[src/rtl/battle_turn_ctrl_pkg.sv]
// Shared definitions for the battle turn sequencer and damage calculator:
// FSM state encodings, roll codes and datapath widths.
package battle_turn_ctrl_pkg;

    localparam int MOVE_W = 4;
    localparam int ROLL_W = 2;
    localparam int DMG_W  = 6;

    typedef enum logic [1:0] {
        ST_IDLE   = 2'd0,
        ST_P_ROLL = 2'd1,
        ST_E_ROLL = 2'd2,
        ST_DONE   = 2'd3
    } state_t;

    localparam logic [ROLL_W-1:0] ROLL_MISS   = 2'd0;
    localparam logic [ROLL_W-1:0] ROLL_HIT    = 2'd1;
    localparam logic [ROLL_W-1:0] ROLL_STRONG = 2'd2;
    localparam logic [ROLL_W-1:0] ROLL_CRIT   = 2'd3;

endpackage

[src/rtl/battle_dmg_calc.sv]
// Combinational damage from a base move value and a 2-bit roll.
// Also used by the enemy-AI block, so it carries no state of its own.
module battle_dmg_calc
    import battle_turn_ctrl_pkg::*;
(
    input  logic [MOVE_W-1:0] base,
    input  logic [ROLL_W-1:0] roll,
    output logic [DMG_W-1:0]  dmg
);

    always_comb begin
        dmg = '0;
        case (roll)
            ROLL_MISS:   dmg = '0;
            ROLL_HIT:    dmg = DMG_W'(base);
            ROLL_STRONG: dmg = DMG_W'(base) + DMG_W'(base >> 1);
            ROLL_CRIT:   dmg = DMG_W'({base, 1'b0});
            default:     dmg = '0;
        endcase
    end

endmodule

[src/rtl/battle_turn_ctrl.sv]
// Turn sequencer: player roll, enemy counter-roll, HP bookkeeping, win/lose.
// Optional feature macro BATTLE_HEAL_EN turns player move type 0 into a heal.
//
// state   | meaning
// --------+---------------------------------------------------------
// IDLE    | waiting for a player move; lfsr_type parked at 0
// P_ROLL  | player's move shown to the LFSR; roll applied to enemy_hp
// E_ROLL  | enemy's move shown to the LFSR; roll applied to player_hp
// DONE    | someone reached 0 HP; frozen until reset
module battle_turn_ctrl
    import battle_turn_ctrl_pkg::*;
#(
    parameter int HP_W      = 8,
    parameter int MAX_HP    = 100,
    parameter int ROLL_WAIT = 1,
    parameter int HEAL_AMT  = 10
) (
    input  logic              clk,
    input  logic              reset,
    input  logic              move_valid,
    input  logic [MOVE_W-1:0] move_type,
    input  logic [ROLL_W-1:0] roll_state,
    output logic [MOVE_W-1:0] lfsr_type,
    output logic              lfsr_is_player,
    output logic              busy,
    output logic [HP_W-1:0]   player_hp,
    output logic [HP_W-1:0]   enemy_hp,
    output logic              game_over,
    output logic              player_won
);

    localparam int WAIT_W = (ROLL_WAIT > 1) ? $clog2(ROLL_WAIT) : 1;

    state_t            state, state_nx;
    logic [WAIT_W-1:0] wait_cnt, wait_nx;
    logic [1:0]        turn_cnt, turn_nx;
    logic [MOVE_W-1:0] type_nx;
    logic              is_player_nx, busy_nx, over_nx, won_nx;
    logic [HP_W-1:0]   player_hp_nx, enemy_hp_nx;
    logic [HP_W-1:0]   enemy_hp_hit, player_hp_hit;
    logic [MOVE_W-1:0] enemy_type;
    logic [DMG_W-1:0]  dmg;
    logic              roll_due;

    function automatic logic [HP_W-1:0] sat_sub(input logic [HP_W-1:0] hp,
                                                input logic [DMG_W-1:0] d);
        logic [HP_W:0] d_x;
        d_x = (HP_W+1)'(d);
        if ({1'b0, hp} <= d_x) sat_sub = '0;
        else                   sat_sub = hp - d_x[HP_W-1:0];
    endfunction

    // lfsr_type always holds the move type of the half-turn in progress,
    // so one calculator serves both sides.
    battle_dmg_calc u_dmg (
        .base (lfsr_type),
        .roll (roll_state),
        .dmg  (dmg)
    );

    assign enemy_type    = MOVE_W'(turn_cnt) + MOVE_W'(1);
    assign roll_due      = (wait_cnt == WAIT_W'(ROLL_WAIT - 1));
    assign enemy_hp_hit  = sat_sub(enemy_hp, dmg);
    assign player_hp_hit = sat_sub(player_hp, dmg);

`ifdef BATTLE_HEAL_EN
    logic [HP_W:0]   heal_sum;
    logic [HP_W-1:0] player_hp_heal;
    assign heal_sum       = {1'b0, player_hp} + (HP_W+1)'(HEAL_AMT);
    assign player_hp_heal = (heal_sum > (HP_W+1)'(MAX_HP)) ? HP_W'(MAX_HP)
                                                           : heal_sum[HP_W-1:0];
`else
    logic unused_heal;
    assign unused_heal = |HEAL_AMT;
`endif

    always_comb begin
        state_nx     = state;
        wait_nx      = wait_cnt;
        turn_nx      = turn_cnt;
        type_nx      = lfsr_type;
        is_player_nx = lfsr_is_player;
        busy_nx      = busy;
        player_hp_nx = player_hp;
        enemy_hp_nx  = enemy_hp;
        over_nx      = game_over;
        won_nx       = player_won;
        case (state)
            ST_IDLE: begin
                if (move_valid && !game_over) begin
                    state_nx     = ST_P_ROLL;
                    type_nx      = move_type;
                    is_player_nx = 1'b1;
                    busy_nx      = 1'b1;
                    wait_nx      = '0;
                end
            end
            ST_P_ROLL: begin
                if (!roll_due) begin
                    wait_nx = wait_cnt + WAIT_W'(1);
                end else begin
                    wait_nx = '0;
`ifdef BATTLE_HEAL_EN
                    if (lfsr_type == '0) begin
                        player_hp_nx = player_hp_heal;
                        state_nx     = ST_E_ROLL;
                        type_nx      = enemy_type;
                        is_player_nx = 1'b0;
                    end else
`endif
                    begin
                        enemy_hp_nx = enemy_hp_hit;
                        if (enemy_hp_hit == '0) begin
                            state_nx = ST_DONE;
                            won_nx   = 1'b1;
                            over_nx  = 1'b1;
                            busy_nx  = 1'b0;
                            type_nx  = '0;
                        end else begin
                            state_nx     = ST_E_ROLL;
                            type_nx      = enemy_type;
                            is_player_nx = 1'b0;
                        end
                    end
                end
            end
            ST_E_ROLL: begin
                if (!roll_due) begin
                    wait_nx = wait_cnt + WAIT_W'(1);
                end else begin
                    wait_nx      = '0;
                    player_hp_nx = player_hp_hit;
                    busy_nx      = 1'b0;
                    type_nx      = '0;
                    if (player_hp_hit == '0) begin
                        state_nx = ST_DONE;
                        won_nx   = 1'b0;
                        over_nx  = 1'b1;
                    end else begin
                        state_nx = ST_IDLE;
                        turn_nx  = turn_cnt + 2'd1;
                    end
                end
            end
            ST_DONE: begin
                over_nx = 1'b1;
                busy_nx = 1'b0;
            end
            default: state_nx = ST_IDLE;
        endcase
    end

    always_ff @(posedge clk) begin
        if (reset) begin
            state          <= ST_IDLE;
            wait_cnt       <= '0;
            turn_cnt       <= '0;
            lfsr_type      <= '0;
            lfsr_is_player <= 1'b0;
            busy           <= 1'b0;
            player_hp      <= HP_W'(MAX_HP);
            enemy_hp       <= HP_W'(MAX_HP);
            game_over      <= 1'b0;
            player_won     <= 1'b0;
        end else begin
            state          <= state_nx;
            wait_cnt       <= wait_nx;
            turn_cnt       <= turn_nx;
            lfsr_type      <= type_nx;
            lfsr_is_player <= is_player_nx;
            busy           <= busy_nx;
            player_hp      <= player_hp_nx;
            enemy_hp       <= enemy_hp_nx;
            game_over      <= over_nx;
            player_won     <= won_nx;
        end
    end

endmodule

[config.mk]
export PLATFORM = sky130hd
export DESIGN_NAME = battle_turn_ctrl
export DESIGN_NICKNAME = d
export VERILOG_FILES = /design/src/rtl/battle_turn_ctrl_pkg.sv /design/src/rtl/battle_dmg_calc.sv /design/src/rtl/battle_turn_ctrl.sv
export SDC_FILE = /design/constraint.sdc
export NUM_CORES = 1
export LEC_CHECK = 0
export ABC_AREA = 1
export BUFFER_PORTS_ARGS = -buffer_cell sky130_fd_sc_hd__buf_4
export CAP_MARGIN = 10
export CORE_MARGIN = 2
export CORE_UTILIZATION = 52
export DETAILED_ROUTE_END_ITERATION = 16
export GPL_ROUTABILITY_DRIVEN = 1
export GPL_TIMING_DRIVEN = 0
export PLACE_DENSITY = 0.74
export SLEW_MARGIN = 30
export SYNTH_ARGS = -nofsm -noshare
export SYNTH_HDL_FRONTEND = slang
export SYNTH_SLANG_ARGS = --single-unit
[constraint.sdc]
create_clock -name clk -period 3.1 [get_ports clk]
set_clock_uncertainty 0.05 [all_clocks]
set_input_delay 0.31 -clock clk [delete_from_list [all_inputs] [get_ports clk]]
set_output_delay 0.31 -clock clk [all_outputs]
set_load 0.01 [all_outputs]
# --- Word level (Yosys, flattened, before mapping) ---
# Index checks and enable logic that the tools add are counted.
# W data, S select, Z words.
totals:
  register_bits: 29
  inputBits: 9
  out_inout_bits: 24
  elab_cells: 86
op_classes:
  addsub: 6
  magnitude_cmp: 2
  n_eq_ne: 12
  mux: 33
  n_bitwise: 2
  reduce_logical: 21
ops:
  columns: ["op", "count"]
  rows:
  - ["$pmux W6 S4", 1]
  - ["$le A8 B6 Y1", 2]
  - ["$logic_not A8 Y1", 2]
  - ["$mux W8", 2]
  - ["$sub A8 B6 Y8", 2]
  - ["$mux W1", 15]
  - ["$mux W4", 3]
  - ["$ne A2 B2 Y1 const B", 6]
  - ["$pmux W4 S3", 1]
  - ["$reduce_and A4 Y1", 3]
  - ["$reduce_and A5 Y1", 2]
  - ["$eq A2 B2 Y1 const B", 4]
  - ["$mux W2", 4]
  - ["$pmux W1 S2", 3]
  - ["$pmux W2 S3", 1]
  - ["$reduce_and A2 Y1", 3]
  - ["$reduce_bool A2 Y1", 3]
  - ["$reduce_bool A3 Y1", 2]
  - ["$add A4 B3 Y5", 1]
  - ["$eq A2 B1 Y1 const B", 2]
  - ["$logic_not A2 Y1", 2]
  - ["$pmux W1 S4", 1]
  - ["$add A2 B1 Y3 const B", 1]
  - ["$mux W3", 1]
  - ["8 further kinds", 9]

# --- Longest topological paths before layout ---
logic_depth:
  ltp_word: 8
  depth_mapped: 21
  depth_no_buf: 21

# --- By module ---
# A second synthesis with hierarchy kept.
unflattened:
  cells_unflattened: 352
  area_unflattened_um2: 2306.0
modules_own_cells:
  columns: ["mod", "instances", "cells_each", "area_each_um2", "seq_area_each_um2"]
  rows:
  - ["battle_turn_ctrl", 1, 313, 2055.7, 560.5]
  - ["battle_dmg_calc", 1, 39, 250.2, 0.0]

# --- Least setup slack after synthesis ---
# Ideal clock, no wire load.
synth_timing:
  kind: "reg2reg"
  from: "register lfsr_type[1]"
  to: "register player_won"
  setup_ps: 132
  t_arrival_ps: 2877
  t_required_ps: 2918
  path_slack_ps: 41
  path_stages_with_launch: 20
  n_path_buf: 1
  synth_period_minus_slack_ps: 3059
  path_cell_list: "dfxtp_1 -> ha_1 -> inv_1 -> fa_1 -> xor2_1 -> a221oi_1 -> ha_1 -> buf_2 -> nand3_1 -> nand3_1 -> nand2_1 -> nand2_2 -> nand3_1 -> nand2_1 -> nor2_1 -> nand3_1 -> nand2_1 -> nand3_1 -> nand2_1 -> a21oi_1"
synth_between:
  elab_chain_len: 7
  elab_cells_between_ends: 13
  classes_between: "add/sub: 3; order compare: 2; eq/ne: 2; mux: 3; reduce/logical: 3"
synth_lines:
  columns: ["element", "line_no", "rtl"]
  rows:
  - ["start, declared", "battle_turn_ctrl.sv:23", "output logic [MOVE_W-1:0] lfsr_type,"]
  - ["start signal, assigned", "battle_turn_ctrl.sv:169", "lfsr_type <= type_nx;"]
  - ["$add A4 B3 Y5", "battle_dmg_calc.sv:16", "ROLL_STRONG: dmg = DMG_W'(base) + DMG_W'(base >> 1);"]
  - ["$pmux W6 S4 (*)", "battle_dmg_calc.sv:13", "case (roll)"]
  - ["$sub A8 B6 Y8 / $le A8 B6 Y1 (equally long branches)", "battle_turn_ctrl.sv:50, battle_turn_ctrl.sv:49", null]
  - ["$mux W8", "battle_turn_ctrl.sv:49", "if ({1'b0, hp} <= d_x) sat_sub = '0;"]
  - ["$logic_not A8 Y1 (on tied branches)", "battle_turn_ctrl.sv:135, battle_turn_ctrl.sv:113", null]
  - ["$ne A2 B2 Y1 (no line)", null, null]
  - ["$reduce_and A5 Y1 (no line) (*)", null, null]
  - ["end signal, assigned", "battle_turn_ctrl.sv:175", "player_won <= won_nx;"]
  - ["end, declared", "battle_turn_ctrl.sv:29", "output logic player_won"]
# Every way passes the cells marked *; elsewhere a longest branch is shown, timed or not. The select of a mux whose other input is x is not followed.
# A chain may end at the register's enable or synchronous reset.

# --- Final worst setup path ---
layout_timing:
  from: "register lfsr_type[0]"
  to: "register player_won"
# Same word-level chain as after synthesis.

==> impl_metrics.toml <==
[clocking]
number_of_buffers_created_by_cts = 3
clkLatencyLatePin_ns = 0.27
cts_tree = "yes"
cts.root.buffer_cell = "sky130_fd_sc_hd__clkbuf_8"
clock_sinks = 28
cts.clk_slew.worst_paths_ns = 0.10
cts.htree.levels = 1
cts_buffer_depth = 2

[detailed_routing]
vias_per_cell = 5.769
via_count_of_the_routed_design = 2492
route.detailed.wl_per_inst_um = 16.14
postRouteWirelength_mm = 6.972
detailedRoute.firstIterationViolations = 91
final_antenna_net_count = 0
drtPass1Iterations = 4
post-route-drc-count = 0

[critical_path]
required_time_worst_endpoint_ns = 3.25
cp.depth = 17
timing.critical_path.slowest_cell_delay_ns = 0.38
worstPathBufferInverterCount = 2
r2r_setup_slack_ns = -0.04
path_cells = "ha_4 -> inv_2 -> fa_2 -> xor2_2 -> a221oi_4 -> buf_6 -> ha_4 -> nand2_1 -> nand2_2 -> nand3_4 -> nand2_4 -> nand2_4 -> nor2_4 -> nor2_2 -> nand4_1 -> or2_0 -> a21oi_1"
rr_startpoint = "lfsr_type[0]$_SDFFE_PP0P_"
crit_path_start_kind = "register"
r2r_end = "player_won$_SDFFE_PP0P_"
timing.reg2reg.worst_path_depth = 17
critical_path.slowest_cell = "sky130_fd_sc_hd__dfxtp_4"
critPathMaxFanout = 5
timing_worst_setup_path_type = "reg2reg"
cp.arrival_ns = 3.29
crit_family = "simple AND/OR/NAND/NOR gates"
critical_path.endpoint_type = "register"

[power_and_ir_drop]
leakage_nw = 1.449
p_int_mw = 1.556
vdd_drop_max_uv = 450.2
clock_power_share_pct = 7.5
total_switching_power_mw = 1.503
total_power_mw = 3.059
seq_power_share_pct = 18.4
p_sw_share_pct = 49.14
power-per-cell-area_nw_per_um2 = 931.4
combinationalPowerShare_pct = 74.2

[timing]
slew_viol_final = 0
hold_viol = 0
worst_pin_slew_ns = 0.6917
max_freq_mhz = 318.1
max_slew_margin_pct = 53.89
timing.final.crit_share_pct = 101.4
fin_hold_ws_ns = 0.2273
post-route-worst-setup-slack_ns = -0.04371
setup_repair_after_global_routing_missed_its_margin = "true"
totalNegativeSetupSlack_ns = -0.1197
count_of_final_setup_violators = 3
timing.final.crit_period_ns = 3.144

[layout]
design_area_um2 = 3284
diode_insertion_count_for_antenna_repair = 0
final_nets = 417
post_route_cells_drive_above_1_share_pct = 44.24
final_cells = 432
synthToLayoutAreaGrowth_pct = 51.30

[grt]
use_met1_pct = 31.96
global_route_wire_length_before_repair_mm = 9.280
number_of_antenna_violations_at_the_first_check_in_global_routing = 0
use_met3_pct = 2.435
global_route.overflow_total = 0
pin_count_of_the_biggest_net_entering_global_routing = 16
grt-busiest-layer = "met2"
track_usage_pct = 25.86
groute.layer.met2.usage_pct = 47.84
via_count_of_the_first_global_routing_pass = 2095

[yosys]
main_synth_ff_type = "sky130_fd_sc_hd__dfxtp_1"
fraction_of_registers_with_async_set_reset_pct = 0
syn_area_um2 = 2171
yosysMostFrequentCell = "sky130_fd_sc_hd__nand2_1"
ys_types = 32
synthCells = 328
syn_area_per_cell_um2 = 6.618
netlist_top_cells_count = "sky130_fd_sc_hd__nand2_1 (73), sky130_fd_sc_hd__inv_1 (42), sky130_fd_sc_hd__nand3_1 (35)"
synth_edf_count = 0
postSynthRegisterBits = 28
dominant_cell_type_by_area_after_synthesis = "sky130_fd_sc_hd__dfxtp_1"
yosysWarningCount = 0
yosysSeqAreaShare_pct = 25.82
synthTopCellsByArea = "sky130_fd_sc_hd__dfxtp_1 (26%), sky130_fd_sc_hd__ha_1 (13%), sky130_fd_sc_hd__nand2_1 (13%)"
synth_top_area_share_pct = 25.82
synth_nets = 362

[place]
place_hpwl_mm = 4.232
io_buffers = 32
placed_cells_incl_taps = 410
post_dp_cell_area_um2 = 2474
gpl.final_weighted_congestion = 0.9443

[floorplanning]
die_x_um = 68.61
core_area_um2 = 4000
num_io_pins = 33
die_area_um2 = 4707
initial_utilization_pct = 54.27
std_cell_rows = 23
die_y_extent_um = 68.61

[min_path]
holdCritPathClass = "in2reg"
holdCritStartpoint = "reset"
worst_hold_path.num_cells = 3
hold-path-endpoint = "enemy_hp[2]$_SDFFE_PP1P_"

[outcome]
status = "complete, but fails checks"
failed_checks = "setup timing"

[job]
maxCapViolCount = 0
-- worst reg2reg max path, cell delays in order (launching register included) --
cell and delay, ns:
sky130_fd_sc_hd__dfxtp_4 0.38, sky130_fd_sc_hd__ha_4 0.14, sky130_fd_sc_hd__inv_2 0.03, sky130_fd_sc_hd__fa_2 0.36
sky130_fd_sc_hd__xor2_2 0.21, sky130_fd_sc_hd__a221oi_4 0.26, sky130_fd_sc_hd__buf_6 0.16, sky130_fd_sc_hd__ha_4 0.22
sky130_fd_sc_hd__nand2_1 0.08, sky130_fd_sc_hd__nand2_2 0.10, sky130_fd_sc_hd__nand3_4 0.11, sky130_fd_sc_hd__nand2_4 0.09
sky130_fd_sc_hd__nand2_4 0.16, sky130_fd_sc_hd__nor2_4 0.05, sky130_fd_sc_hd__nor2_2 0.14, sky130_fd_sc_hd__nand4_1 0.15
sky130_fd_sc_hd__or2_0 0.26, sky130_fd_sc_hd__a21oi_1 0.13
-- registers in the layout, indices dropped and copies added, names as in the netlist --
signal	cells
player_hp	8
state	2
game_over	1
turn_cnt	2
player_won	1
lfsr_is_player	1
enemy_hp	8
lfsr_type	4
busy	1
-- per-layer routing --
layer / share of wire [%] / up-vias
li1: - / 1189
met1: 40 / 1174
met2: 51 / 101
met3: 3.9 / 28
met4: 4.4 / 0
met5: 0 / -
-- layout make-up --
| cell class | count | area (µm²) |
|---|---|---|
| inverters | 47 | 178.9 |
| clock buffers | 4 | 55.05 |
| multi-input cells | 248 | 1986 |
| plain buffers | 4 | 15.01 |
| well taps | 50 | 62.56 |
| repair buffers | 51 | 414.1 |
| fillers | 241 | 715.7 |
| flip-flops and latches | 28 | 573.1 |
-- cell families after synthesis --
group,after synthesis,synth area share (%)
buf+inv,52,9.048
flops,28,25.82
fa+ha+maj,25,15.45
simple gates,156,32.45
xor+xnor,4,1.614
compound gates,63,15.62
-- power groups by stage --
stage	Sequential (mW)	Clock (mW)	Combinational, mW
after floorplan	0.561	0	0.939
after global placement	0.542	0	1.29
after detailed placement	0.547	0	1.32
after CTS	0.544	0.236	1.60
after global routing	0.572	0.246	2.43
final	0.562	0.228	2.27
-- cell usage in the layout, fill, tap and decap left out, drive strengths merged, types with 2 or more instances in the layout --
cell type / count
dfxtp: 28
nand4: 6
ha: 22
o211ai: 2
nor3: 3
nand2: 80
clkbuf: 8
nand3: 35
a21oi: 34
fa: 3
o21ai: 20
inv: 46
buf: 51
nor2: 28
xor2: 4
-- worst max-delay path by stage --
stage | endpoint | start
floorplan | player_won$_SDFFE_PP0P_ | lfsr_type[1]$_SDFFE_PP0P_
global placement | player_won$_SDFFE_PP0P_ | lfsr_type[1]$_SDFFE_PP0P_
detailed placement | player_won$_SDFFE_PP0P_ | lfsr_type[1]$_SDFFE_PP0P_
global route | state[0]$_SDFFE_PP0P_ | lfsr_type[1]$_SDFFE_PP0P_
CTS | lfsr_is_player$_SDFFE_PP0P_ | lfsr_type[1]$_SDFFE_PP0P_
finish | player_won$_SDFFE_PP0P_ | lfsr_type[0]$_SDFFE_PP0P_
-- stage by stage --
stage                     setup slack (ns)  utilization [%]
final                             -0.04371            82.11
after global placement             -0.5143            61.84
after CTS                         -0.03920            70.75
after detailed placement           -0.5083            61.84
after global routing               -0.1755            82.11
after floorplan                    0.04082                -
-- repair_timing --
item                       4_1_cts  5_1_grt
setup buffers                   11        8
pin swaps                       24       56
setup endpoints to repair       16       11
hold buffers                     0        0
resized for setup               49       93
Note: power is estimated with default switching activity, not from simulation.
